--- src/rtl/adc_receiver_pkg.sv ---
// Shared types and constants for the left-justified serial audio receiver.
//   state_t        : receiver state (HUNT, LEFT, RIGHT)
//   cnt_width()    : width of the per-channel bit counter for a given sample width;
//                    wide enough to count up to 2*WIDTH without wrapping
//   MIN_CLK_RATIO  : minimum clk/bclk frequency ratio the oversampler relies on
package adc_receiver_pkg;

  typedef enum logic [1:0] {
    HUNT  = 2'd0,
    LEFT  = 2'd1,
    RIGHT = 2'd2
  } state_t;

  localparam int MIN_CLK_RATIO = 4;

  function automatic int cnt_width(input int width);
    return $clog2(2 * width) + 1;
  endfunction

endpackage

--- src/rtl/adc_receiver_if.sv ---
// Parallel sample stream presented by the receiver to the DSP input stage.
//   left_data/right_data : captured sample pair
//   valid/ready          : pair handshake (transfer when both high)
//   overrun              : pulse when a completed pair was dropped
//   frame_err            : pulse when a channel carried the wrong bit count
// master = receiver side, slave = consumer side.
interface adc_receiver_if #(
  parameter int WIDTH = 24
);
  logic [WIDTH-1:0] left_data;
  logic [WIDTH-1:0] right_data;
  logic             valid;
  logic             ready;
  logic             overrun;
  logic             frame_err;

  modport master (output left_data, right_data, valid, overrun, frame_err, input ready);
  modport slave  (input left_data, right_data, valid, overrun, frame_err, output ready);
endinterface

--- src/rtl/sync_2ff.sv ---
// Multi-flop synchroniser for a single asynchronous input.
//   clk, rst_n : destination clock, async active-low reset (chain clears to 0)
//   d          : asynchronous input
//   q          : synchronised output, STAGES clocks of latency
module sync_2ff #(
  parameter int STAGES = 2
) (
  input  logic clk,
  input  logic rst_n,
  input  logic d,
  output logic q
);

  logic [STAGES-1:0] chain;

  always_ff @(posedge clk or negedge rst_n) begin
    if (!rst_n) chain <= '0;
    else        chain <= {chain[STAGES-2:0], d};
  end

  assign q = chain[STAGES-1];

endmodule

--- src/rtl/adc_receiver.sv ---
// Left-justified serial audio receiver. Oversamples bclk/lrclk/sd on clk
// (clk >= 4x bclk), deserialises each left/right frame MSB first and presents
// the pair on a valid/ready stream.
//   clk, rst_n        : system clock, async active-low reset
//   enable            : receiver enable; low forces re-lock and drops partial frames
//   bclk, lrclk, sd   : asynchronous serial pins (lrclk high = left channel)
//   bus (master)      : left_data, right_data, valid, ready, overrun, frame_err
// Optional feature: define ADC_RECEIVER_FRAME_CHECK_EN to build the per-channel
// bit-count check that drives frame_err; otherwise frame_err is tied 0.
module adc_receiver
  import adc_receiver_pkg::*;
#(
  parameter int WIDTH       = 24,
  parameter int SYNC_STAGES = 2
) (
  input  logic          clk,
  input  logic          rst_n,
  input  logic          enable,
  input  logic          bclk,
  input  logic          lrclk,
  input  logic          sd,
  adc_receiver_if.master bus
);

  localparam int                CNT_W   = cnt_width(WIDTH);
  localparam logic [CNT_W-1:0]  CNT_SAT = CNT_W'(WIDTH);
  localparam logic [CNT_W-1:0]  CNT_ONE = CNT_W'(1);

  function automatic logic [CNT_W-1:0] sat_inc(input logic [CNT_W-1:0] c,
                                               input logic [CNT_W-1:0] lim);
    return (c >= lim) ? c : c + CNT_ONE;
  endfunction

  function automatic logic [WIDTH-1:0] put_bit(input logic [WIDTH-1:0] vec,
                                               input logic [CNT_W-1:0] cnt,
                                               input logic             b);
    logic [WIDTH-1:0] r;
    r = vec;
    for (int i = 0; i < WIDTH; i++)
      if (i == (WIDTH - 1) - int'(cnt)) r[i] = b;
    return r;
  endfunction

  // ---- stage p0: pin synchronisers (equal depth keeps the three pins aligned)
  logic bclk_p0, lrclk_p0, sd_p0;

  sync_2ff #(.STAGES(SYNC_STAGES)) u_sync_bclk  (.clk(clk), .rst_n(rst_n), .d(bclk),  .q(bclk_p0));
  sync_2ff #(.STAGES(SYNC_STAGES)) u_sync_lrclk (.clk(clk), .rst_n(rst_n), .d(lrclk), .q(lrclk_p0));
  sync_2ff #(.STAGES(SYNC_STAGES)) u_sync_sd    (.clk(clk), .rst_n(rst_n), .d(sd),    .q(sd_p0));

  // ---- stage p1: edge detect; lrclk/sd delayed to line up with the bit event
  logic bclk_p1, bclk_p2, lrclk_p1, sd_p1;

  always_ff @(posedge clk or negedge rst_n) begin
    if (!rst_n) begin
      bclk_p1  <= 1'b0;
      bclk_p2  <= 1'b0;
      lrclk_p1 <= 1'b0;
      sd_p1    <= 1'b0;
    end else begin
      bclk_p1  <= bclk_p0;
      bclk_p2  <= bclk_p1;
      lrclk_p1 <= lrclk_p0;
      sd_p1    <= sd_p0;
    end
  end

  state_t           state;
  logic [CNT_W-1:0] bit_cnt;
  logic             lr_prev;
  logic             evt_p1;
  logic             hunt_lock, l_exit, r_exit, l_bit, r_bit, enter_left;

  assign evt_p1     = bclk_p1 & ~bclk_p2;
  assign hunt_lock  = evt_p1 & enable & (state == HUNT)  &  lrclk_p1 & ~lr_prev;
  assign l_exit     = evt_p1 & enable & (state == LEFT)  & ~lrclk_p1;
  assign l_bit      = evt_p1 & enable & (state == LEFT)  &  lrclk_p1;
  assign r_exit     = evt_p1 & enable & (state == RIGHT) &  lrclk_p1;
  assign r_bit      = evt_p1 & enable & (state == RIGHT) & ~lrclk_p1;
  assign enter_left = hunt_lock | r_exit;

  // ---- stage p2: channel shift registers and the completed pair awaiting commit
  logic [WIDTH-1:0] left_sh, right_sh, pend_left_p2, pend_right_p2;

  always_ff @(posedge clk) begin
    if (enter_left)
      left_sh <= {sd_p1, {(WIDTH-1){1'b0}}};
    else if (l_bit && bit_cnt < CNT_SAT)
      left_sh <= put_bit(left_sh, bit_cnt, sd_p1);

    if (l_exit)
      right_sh <= {sd_p1, {(WIDTH-1){1'b0}}};
    else if (r_bit && bit_cnt < CNT_SAT)
      right_sh <= put_bit(right_sh, bit_cnt, sd_p1);

    if (r_exit) begin
      pend_left_p2  <= left_sh;
      pend_right_p2 <= right_sh;
    end
  end

  logic             commit_p2;
  logic [WIDTH-1:0] left_q, right_q;
  logic             valid_q, overrun_q;
`ifdef ADC_RECEIVER_FRAME_CHECK_EN
  localparam logic [CNT_W-1:0] RAW_SAT = CNT_W'(2 * WIDTH);
  logic [CNT_W-1:0] raw_cnt;
  logic             err_left, pend_err_p2, ferr_q;
`endif

  // ---- stage p3: framing FSM, commit and output handshake
  always_ff @(posedge clk or negedge rst_n) begin
    if (!rst_n) begin
      state     <= HUNT;
      bit_cnt   <= '0;
      lr_prev   <= 1'b1;  // no real previous event yet: never lock on the first high sample
      commit_p2 <= 1'b0;
      left_q    <= '0;
      right_q   <= '0;
      valid_q   <= 1'b0;
      overrun_q <= 1'b0;
`ifdef ADC_RECEIVER_FRAME_CHECK_EN
      raw_cnt     <= '0;
      err_left    <= 1'b0;
      pend_err_p2 <= 1'b0;
      ferr_q      <= 1'b0;
`endif
    end else begin
      overrun_q <= 1'b0;
      commit_p2 <= r_exit;
`ifdef ADC_RECEIVER_FRAME_CHECK_EN
      ferr_q <= 1'b0;
      if (commit_p2) ferr_q <= pend_err_p2;
`endif

      // A commit may replace the presented pair only if it is being taken now.
      if (commit_p2) begin
        if (!valid_q || bus.ready) begin
          left_q  <= pend_left_p2;
          right_q <= pend_right_p2;
          valid_q <= 1'b1;
        end else begin
          overrun_q <= 1'b1;
        end
      end else if (valid_q && bus.ready) begin
        valid_q <= 1'b0;
      end

      if (evt_p1) lr_prev <= lrclk_p1;

      if (!enable) begin
        state   <= HUNT;
        bit_cnt <= '0;
`ifdef ADC_RECEIVER_FRAME_CHECK_EN
        raw_cnt <= '0;
`endif
      end else if (enter_left || l_exit) begin
        state   <= l_exit ? RIGHT : LEFT;
        bit_cnt <= CNT_ONE;
`ifdef ADC_RECEIVER_FRAME_CHECK_EN
        raw_cnt <= CNT_ONE;
        if (l_exit) err_left <= (raw_cnt != CNT_SAT);
        if (r_exit) pend_err_p2 <= err_left | (raw_cnt != CNT_SAT);
`endif
      end else if (l_bit || r_bit) begin
        bit_cnt <= sat_inc(bit_cnt, CNT_SAT);
`ifdef ADC_RECEIVER_FRAME_CHECK_EN
        raw_cnt <= sat_inc(raw_cnt, RAW_SAT);
`endif
      end
    end
  end

  assign bus.left_data  = left_q;
  assign bus.right_data = right_q;
  assign bus.valid      = valid_q;
  assign bus.overrun    = overrun_q;
`ifdef ADC_RECEIVER_FRAME_CHECK_EN
  assign bus.frame_err  = ferr_q;
`else
  assign bus.frame_err  = 1'b0;
`endif

endmodule
--- src/flat_wrapper.sv ---
// flat-port wrapper written by rule: the top's interface ports become plain ports
module adc_receiver_flat import adc_receiver_pkg::*;
#(
  parameter int WIDTH       = 24,
  parameter int SYNC_STAGES = 2
)
  (clk, rst_n, enable, bclk, lrclk, sd, bus_left_data, bus_right_data, bus_valid, bus_overrun, bus_frame_err, bus_ready);
  adc_receiver_if #(.WIDTH(WIDTH)) bus_i ();
  input  logic clk;
  input  logic rst_n;
  input  logic enable;
  input  logic bclk;
  input  logic lrclk;
  input  logic sd;
  output wire logic [$bits(bus_i.left_data)-1:0] bus_left_data;
  output wire logic [$bits(bus_i.right_data)-1:0] bus_right_data;
  output wire logic [$bits(bus_i.valid)-1:0] bus_valid;
  output wire logic [$bits(bus_i.overrun)-1:0] bus_overrun;
  output wire logic [$bits(bus_i.frame_err)-1:0] bus_frame_err;
  input wire logic [$bits(bus_i.ready)-1:0] bus_ready;
  assign bus_left_data = bus_i.left_data;
  assign bus_right_data = bus_i.right_data;
  assign bus_valid = bus_i.valid;
  assign bus_overrun = bus_i.overrun;
  assign bus_frame_err = bus_i.frame_err;
  assign bus_i.ready = bus_ready;
  adc_receiver #(.WIDTH(WIDTH), .SYNC_STAGES(SYNC_STAGES)) u_core (.clk(clk), .rst_n(rst_n), .enable(enable), .bclk(bclk), .lrclk(lrclk), .sd(sd), .bus(bus_i));
endmodule
--- config.mk ---
export PLATFORM = sky130hd
export DESIGN_NAME = adc_receiver_flat
export DESIGN_NICKNAME = d
export VERILOG_FILES = /design/src/rtl/adc_receiver_pkg.sv /design/src/rtl/adc_receiver_if.sv /design/src/rtl/sync_2ff.sv /design/src/rtl/adc_receiver.sv /design/src/flat_wrapper.sv
export SDC_FILE = /design/constraint.sdc
export NUM_CORES = 1
export LEC_CHECK = 0
export CELL_PAD_IN_SITES_DETAIL_PLACEMENT = 1
export CELL_PAD_IN_SITES_GLOBAL_PLACEMENT = 2
export CORE_MARGIN = 2
export CORE_UTILIZATION = 39
export DETAILED_ROUTE_END_ITERATION = 8
export GPL_ROUTABILITY_DRIVEN = 0
export PLACE_DENSITY_LB_ADDON = 0.3
export SLEW_MARGIN = 0
export SYNTH_ARGS = -nofsm -noshare
export SYNTH_HDL_FRONTEND = slang
export SYNTH_SLANG_ARGS = --single-unit
--- constraint.sdc ---
create_clock -name clk -period 5.9 [get_ports clk]
set_clock_uncertainty 0.15 [all_clocks]
set_input_delay 1.18 -clock clk [delete_from_list [all_inputs] [get_ports clk]]
set_output_delay 1.18 -clock clk [all_outputs]
set_load 0.01 [all_outputs]
Word level (Yosys, flattened, before mapping). Index checks and enable logic that the tools add are counted.

Flip-flop bits (word level): 167. Input bits: 7. Output and inout port bits: 51. Word-level logic and storage cells: 241.

Add/sub/neg operators: 2. Order comparisons: 2. Equality and inequality tests: 29. Muxes and demuxes: 63. Bitwise logic cells: 15. Reduce and logical (&&, ||, !) cells: 65.

Operators by type and width (count): $eq 5x32->1 const A (8); $eq 6x32->1 const A (8); $eq 4x32->1 const A (4); $reduce_and 2->1 (51); $mux 24 (4); $eq 3x32->1 const A (2); $mux 1 (52); $eq 2x32->1 const A (1); $logic_not 32->1 (1); $mux 7 (4); $and 1x1->1 (11); $reduce_bool 2->1 (5); $sub 5x7->8 const A (1); $add 7x1->7 const B (1); $ge 7x5->1 const B (1); $lt 7x5->1 const B (1); $mux 2 (3); $logic_and 1x1->1 (3); $logic_or 1x1->1 (3); $ne 3x1->1 const B (1); $ne 3x2->1 const B (1); $not 1->1 (3); $eq 2x1->1 const B (1); $eq 2x2->1 const B (1); other kinds (5) (5).

Logic depth before layout (Yosys ltp).
Word-level depth: 10. Gate-level depth with buffers: 7.

Modules after synthesis. From an unflattened synthesis, not the netlist that was laid out.

Cell total of the unflattened synthesis: 465. Area, all modules: 6339.8 um^2.

By module, submodules not included: adc_receiver (instances 1, cells each 459, area each 6189.7 um^2, seq. area each 4050.1 um^2); sync_2ff (instances 3, cells each 2, area each 50.0 um^2, seq. area each 50.0 um^2).

Worst setup path before layout. No wires, ideal clock.

Path type: input-to-reg. Start: in enable. End: reg u_core.pend_left_p2[0] (enable). Setup time: 411 ps. Data arrival time: 2747 ps. Setup slack: 2592 ps. Stages: 3. Buffers on the path: 1. Path through: and3b_1 > buf_2 > and3_1.

Cells in the longest elaborated chain, start to end: 3.

Ends and longest elaborated chain: start: declaration (line flat_wrapper.sv:11) `input logic enable;`; $and 1x1->1 (3 in series) (line adc_receiver.sv:78) `assign r_exit = evt_p1 & enable & (state == RIGHT) & lrclk_p1;`; via u_core.r_exit (line adc_receiver.sv:72) `logic hunt_lock, l_exit, r_exit, l_bit, r_bit, enter_left;`; end signal: assignment (line adc_receiver.sv:97) `pend_left_p2 <= left_sh;`; end: declaration (line adc_receiver.sv:83) `logic [WIDTH-1:0] left_sh, right_sh, pend_left_p2, pend_right_p2;`.

The timed path passes the listed nets, and every way through them passes these cells. A chain may end at the register's enable or synchronous reset.

Final worst setup path.
Start: in enable. End: reg u_core.left_sh[16].

Cells in the longest elaborated chain, start to end: 5. Elaborated cells between the ends (all ways): 11. Those cells by class: bitwise (9); reduce/logical (2).

Ends and longest elaborated chain: $and 1x1->1 (*) (line adc_receiver.sv:75, adc_receiver.sv:77, adc_receiver.sv:78); $and 1x1->1 (on tied branches) (2 in series) (line adc_receiver.sv:75, adc_receiver.sv:77); $and 1x1->1 or $logic_and 1x1->1 (tied branches) (line adc_receiver.sv:75, adc_receiver.sv:88); $or 1x1->1 or $reduce_and 2->1 (tied branches); end signal: assignment (line adc_receiver.sv:87) `left_sh <= {sd_p1, {(WIDTH-1){1'b0}}};`; end signal: assignment (line adc_receiver.sv:89) `left_sh <= put_bit(left_sh, bit_cnt, sd_p1);`; end: declaration (line adc_receiver.sv:83).

Every way passes the cells marked *; elsewhere a longest branch is shown, timed or not.

==> run metrics <==
status finished clean; antenna violations before repair 0; ys async rst share 42.51%; total power 2.334 mW; CTS clk-pin slew, worst paths 0.06 ns; #FFs+latches synth 167; post-synth top area share 27.25%; Netlist cell types 55; Final Hold Fails 0; drt drc 0; DRT Wirelength 12920 microns; share of cells above drive strength 1 23.91%; Starting Density 40.18%; final setup violating endpoints 0; Post-Syn Instances 437; top cells by area, synth dfrtp_1 (27%), edfxtp_1 (23%), dfxtp_1 (14%), mux2_2 (8.6%), a211oi_1 (3.6%); Max-slew headroom 25.43%; PortBufs 56; setup bufs post-CTS 0; dpl ws 2.106 ns; Routed WL per cell 17.90 microns; H-tree depth 4; Post-synth top flop dfrtp_1; YS warnings 0; via/cell ratio 5.144; max-slew violation count 0; Final Cycle Share 56.12%; first-pass GRT wire length 21630 microns; Final min period 3.311 ns; Post-CTS Hold Buffers 0; Setup CP Type primary input to register; die height 132.4 microns; Clk Latency, worst-skew pair 0.43 ns; fmax 302.0 MHz; Min Hold Slack 0.1981 ns; CP arrival 3.48 ns; Synth area leader dfrtp_1; DP HPWL 8773 microns; Die ar. 0.01753 sq mm; Vias 3714; PD cells 301.6 mW/mm^2; largest fanout on the critical path 11; Post-synth EDFFs 50; Leak 2.830 nW; Worst VDD drop 0.1990 mV; total grt overflow 0; syn_nets 449; IO Count 58; Avg Synthesized Cell Area 14.71 sq um; total iterations of the first detailed-routing run 4; critical path startpoint category primary input; Resized cells post-CTS 0; largest net degree at the start of global routing 72; CTS Root Cell clkbuf_16; area grow syn2layout 20.40%; worst slew pin tran 1.119 ns; ANT nets after route 0; CP endpoint kind register; Iter 0 DRT Violations 160; Post-Syn Area 0.006429 sq mm; Max Cap Violations 0; TNS Setup 0 ns; Sink Count 167; NumNets Final 505; final worst setup slack 2.589 ns; gr usage total 15.84%; vias in the first global route 4046; RSZ-0062 raised after global routing no; worst path required time 6.07 ns; TritonCTS clock tree yes; Seq/Total Area, Yosys 65.34%; core area 0.01600 sq mm; clock buffer count from CTS 17; width of the die 132.4 microns; Core Util, Final 48.37%; clock buffer depth 2; n_diodes 0; min-delay worst type register to register; Rows 46
## kinds of logic (layout without fill, tap and decap cells)
| kind of cell | Yosys count | in the layout | synth area share, % |
|---|---|---|---|
| xor+xnor | 1 | 1 | 0.1363 |
| flops | 167 | 167 | 65.34 |
| mux | 52 | 52 | 9.050 |
| buf+inv | 31 | 100 | 2.491 |
| fa+ha+maj | 5 | 5 | 0.9731 |
| other cells | 1 | 1 | 0.05833 |
| compound gates | 99 | 99 | 10.70 |
| simple gates | 81 | 81 | 11.25 |
## per-layer routing
metal	vias to the layer above	wire length, microns	GRT usage, %	share of wire, %
li1	1755	-	-	-
met1	1855	5616	18.78	43
met2	71	6518	26.86	50
met3	33	428	4.268	3.3
met4	0	359	7.348	2.8
met5	-	0	0	0
## cell usage in the layout, fill, tap and decap left out, types with 4 or more instances in the layout
master,Yosys,routed
dfrtp_1,70,70
clkdlybuf4s50_1,0,55
edfxtp_1,50,50
mux2_2,49,49
dfxtp_1,46,46
a21oi_1,42,42
a211oi_1,31,31
clkbuf_16,0,17
nor2_1,10,10
inv_1,8,8
nand2_1,8,7
a211oi_2,7,7
nand3_1,6,6
nor3_4,6,6
o221a_1,6,6
or3_1,5,5
ha_1,5,5
nand2b_1,4,4
nor3_2,3,4
o21ai_0,4,4
clkinv_2,0,4
buf_4,2,4
## path summary, 6_finish.rpt
check / from / end / slack [ns] / cells after the start
setup / recovery: enable / u_core.left_sh[16]$_SDFFE_PP0P_ / 2.59 / 6
hold / removal: u_core.u_sync_sd.chain[1]$_DFF_PN0_ / u_core.sd_p1$_DFF_PN0_ / 0.20 / 0
setup reg to reg: u_core.bit_cnt[3]$_DFFE_PN0P_ / u_core.left_sh[16]$_SDFFE_PP0P_ / 2.93 / 6
hold reg to reg: u_core.u_sync_sd.chain[1]$_DFF_PN0_ / u_core.sd_p1$_DFF_PN0_ / 0.20 / 0
max in group asynchronous: rst_n / u_core.sd_p1$_DFF_PN0_ / 4.18 / 2
min in group asynchronous: rst_n / u_core.bus.right_data[15]$_DFFE_PN0P_ / 0.81 / 2
## cell usage after synthesis (all sizes together) (5+ instances only)
master	number
dfrtp	70
edfxtp	50
clkbuf	8
nor4b	5
a21oi	42
o221a	6
o21ai	7
a211oi	38
nor3b	5
buf	15
nand3	6
nor4	5
or3	5
inv	8
nand2	8
ha	5
nor3	10
dfxtp	46
nor2	10
mux2	49
## power breakdown
part / internal (mW) / switching [mW] / total (mW) / leakage, nW
clock: 0.623 / 0.449 / 1.07 / 0.281
combinational: 0.0283 / 0.0289 / 0.0573 / 0.851
sequential: 1.20 / 0.00829 / 1.20 / 1.70
## metrics by stage
step | area (sq um) | cells
after global routing | 7740 | 722
after floorplan | 6429 | 437
after CTS | 7740 | 722
after detailed placement | 7163 | 690
after global placement | 7163 | 690
final | 7740 | 722
## registers in the layout, summed over array words and instances (netlist names)
register	count
u_core.sd_p1	1
u_core.lr_prev	1
u_core.lrclk_p1	1
u_core.bus.overrun	1
u_core.u_sync_sd.chain	2
u_core.commit_p2	1
u_core.bclk_p1	1
u_core.pend_right_p2	24
u_core.bit_cnt	7
u_core.bclk_p2	1
u_core.bus.right_data	24
u_core.u_sync_bclk.chain	2
u_core.bus.valid	1
u_core.state	2
u_core.u_sync_lrclk.chain	2
u_core.right_sh	24
u_core.pend_left_p2	24
u_core.bus.left_data	24
u_core.left_sh	24
## critical path, stage by stage
cell and delay [ns]:
clkdlybuf4s50_1 0.58, nand3b_1 0.29, nor3_2 0.76, buf_4 0.30
a21oi_1 0.08, a211oi_1 0.28
## area by class of cell
class / instances / area (sq um)
well taps: 216 / 270.3
fillers: 1627 / 8260
clock inverters: 15 / 151.4
repair buffers: 60 / 585.6
inverters: 8 / 30.03
flip-flops and latches: 167 / 4200
multi-input cells: 239 / 2077
clock buffers: 17 / 425.4
Note: power is estimated with default switching activity, not from simulation.
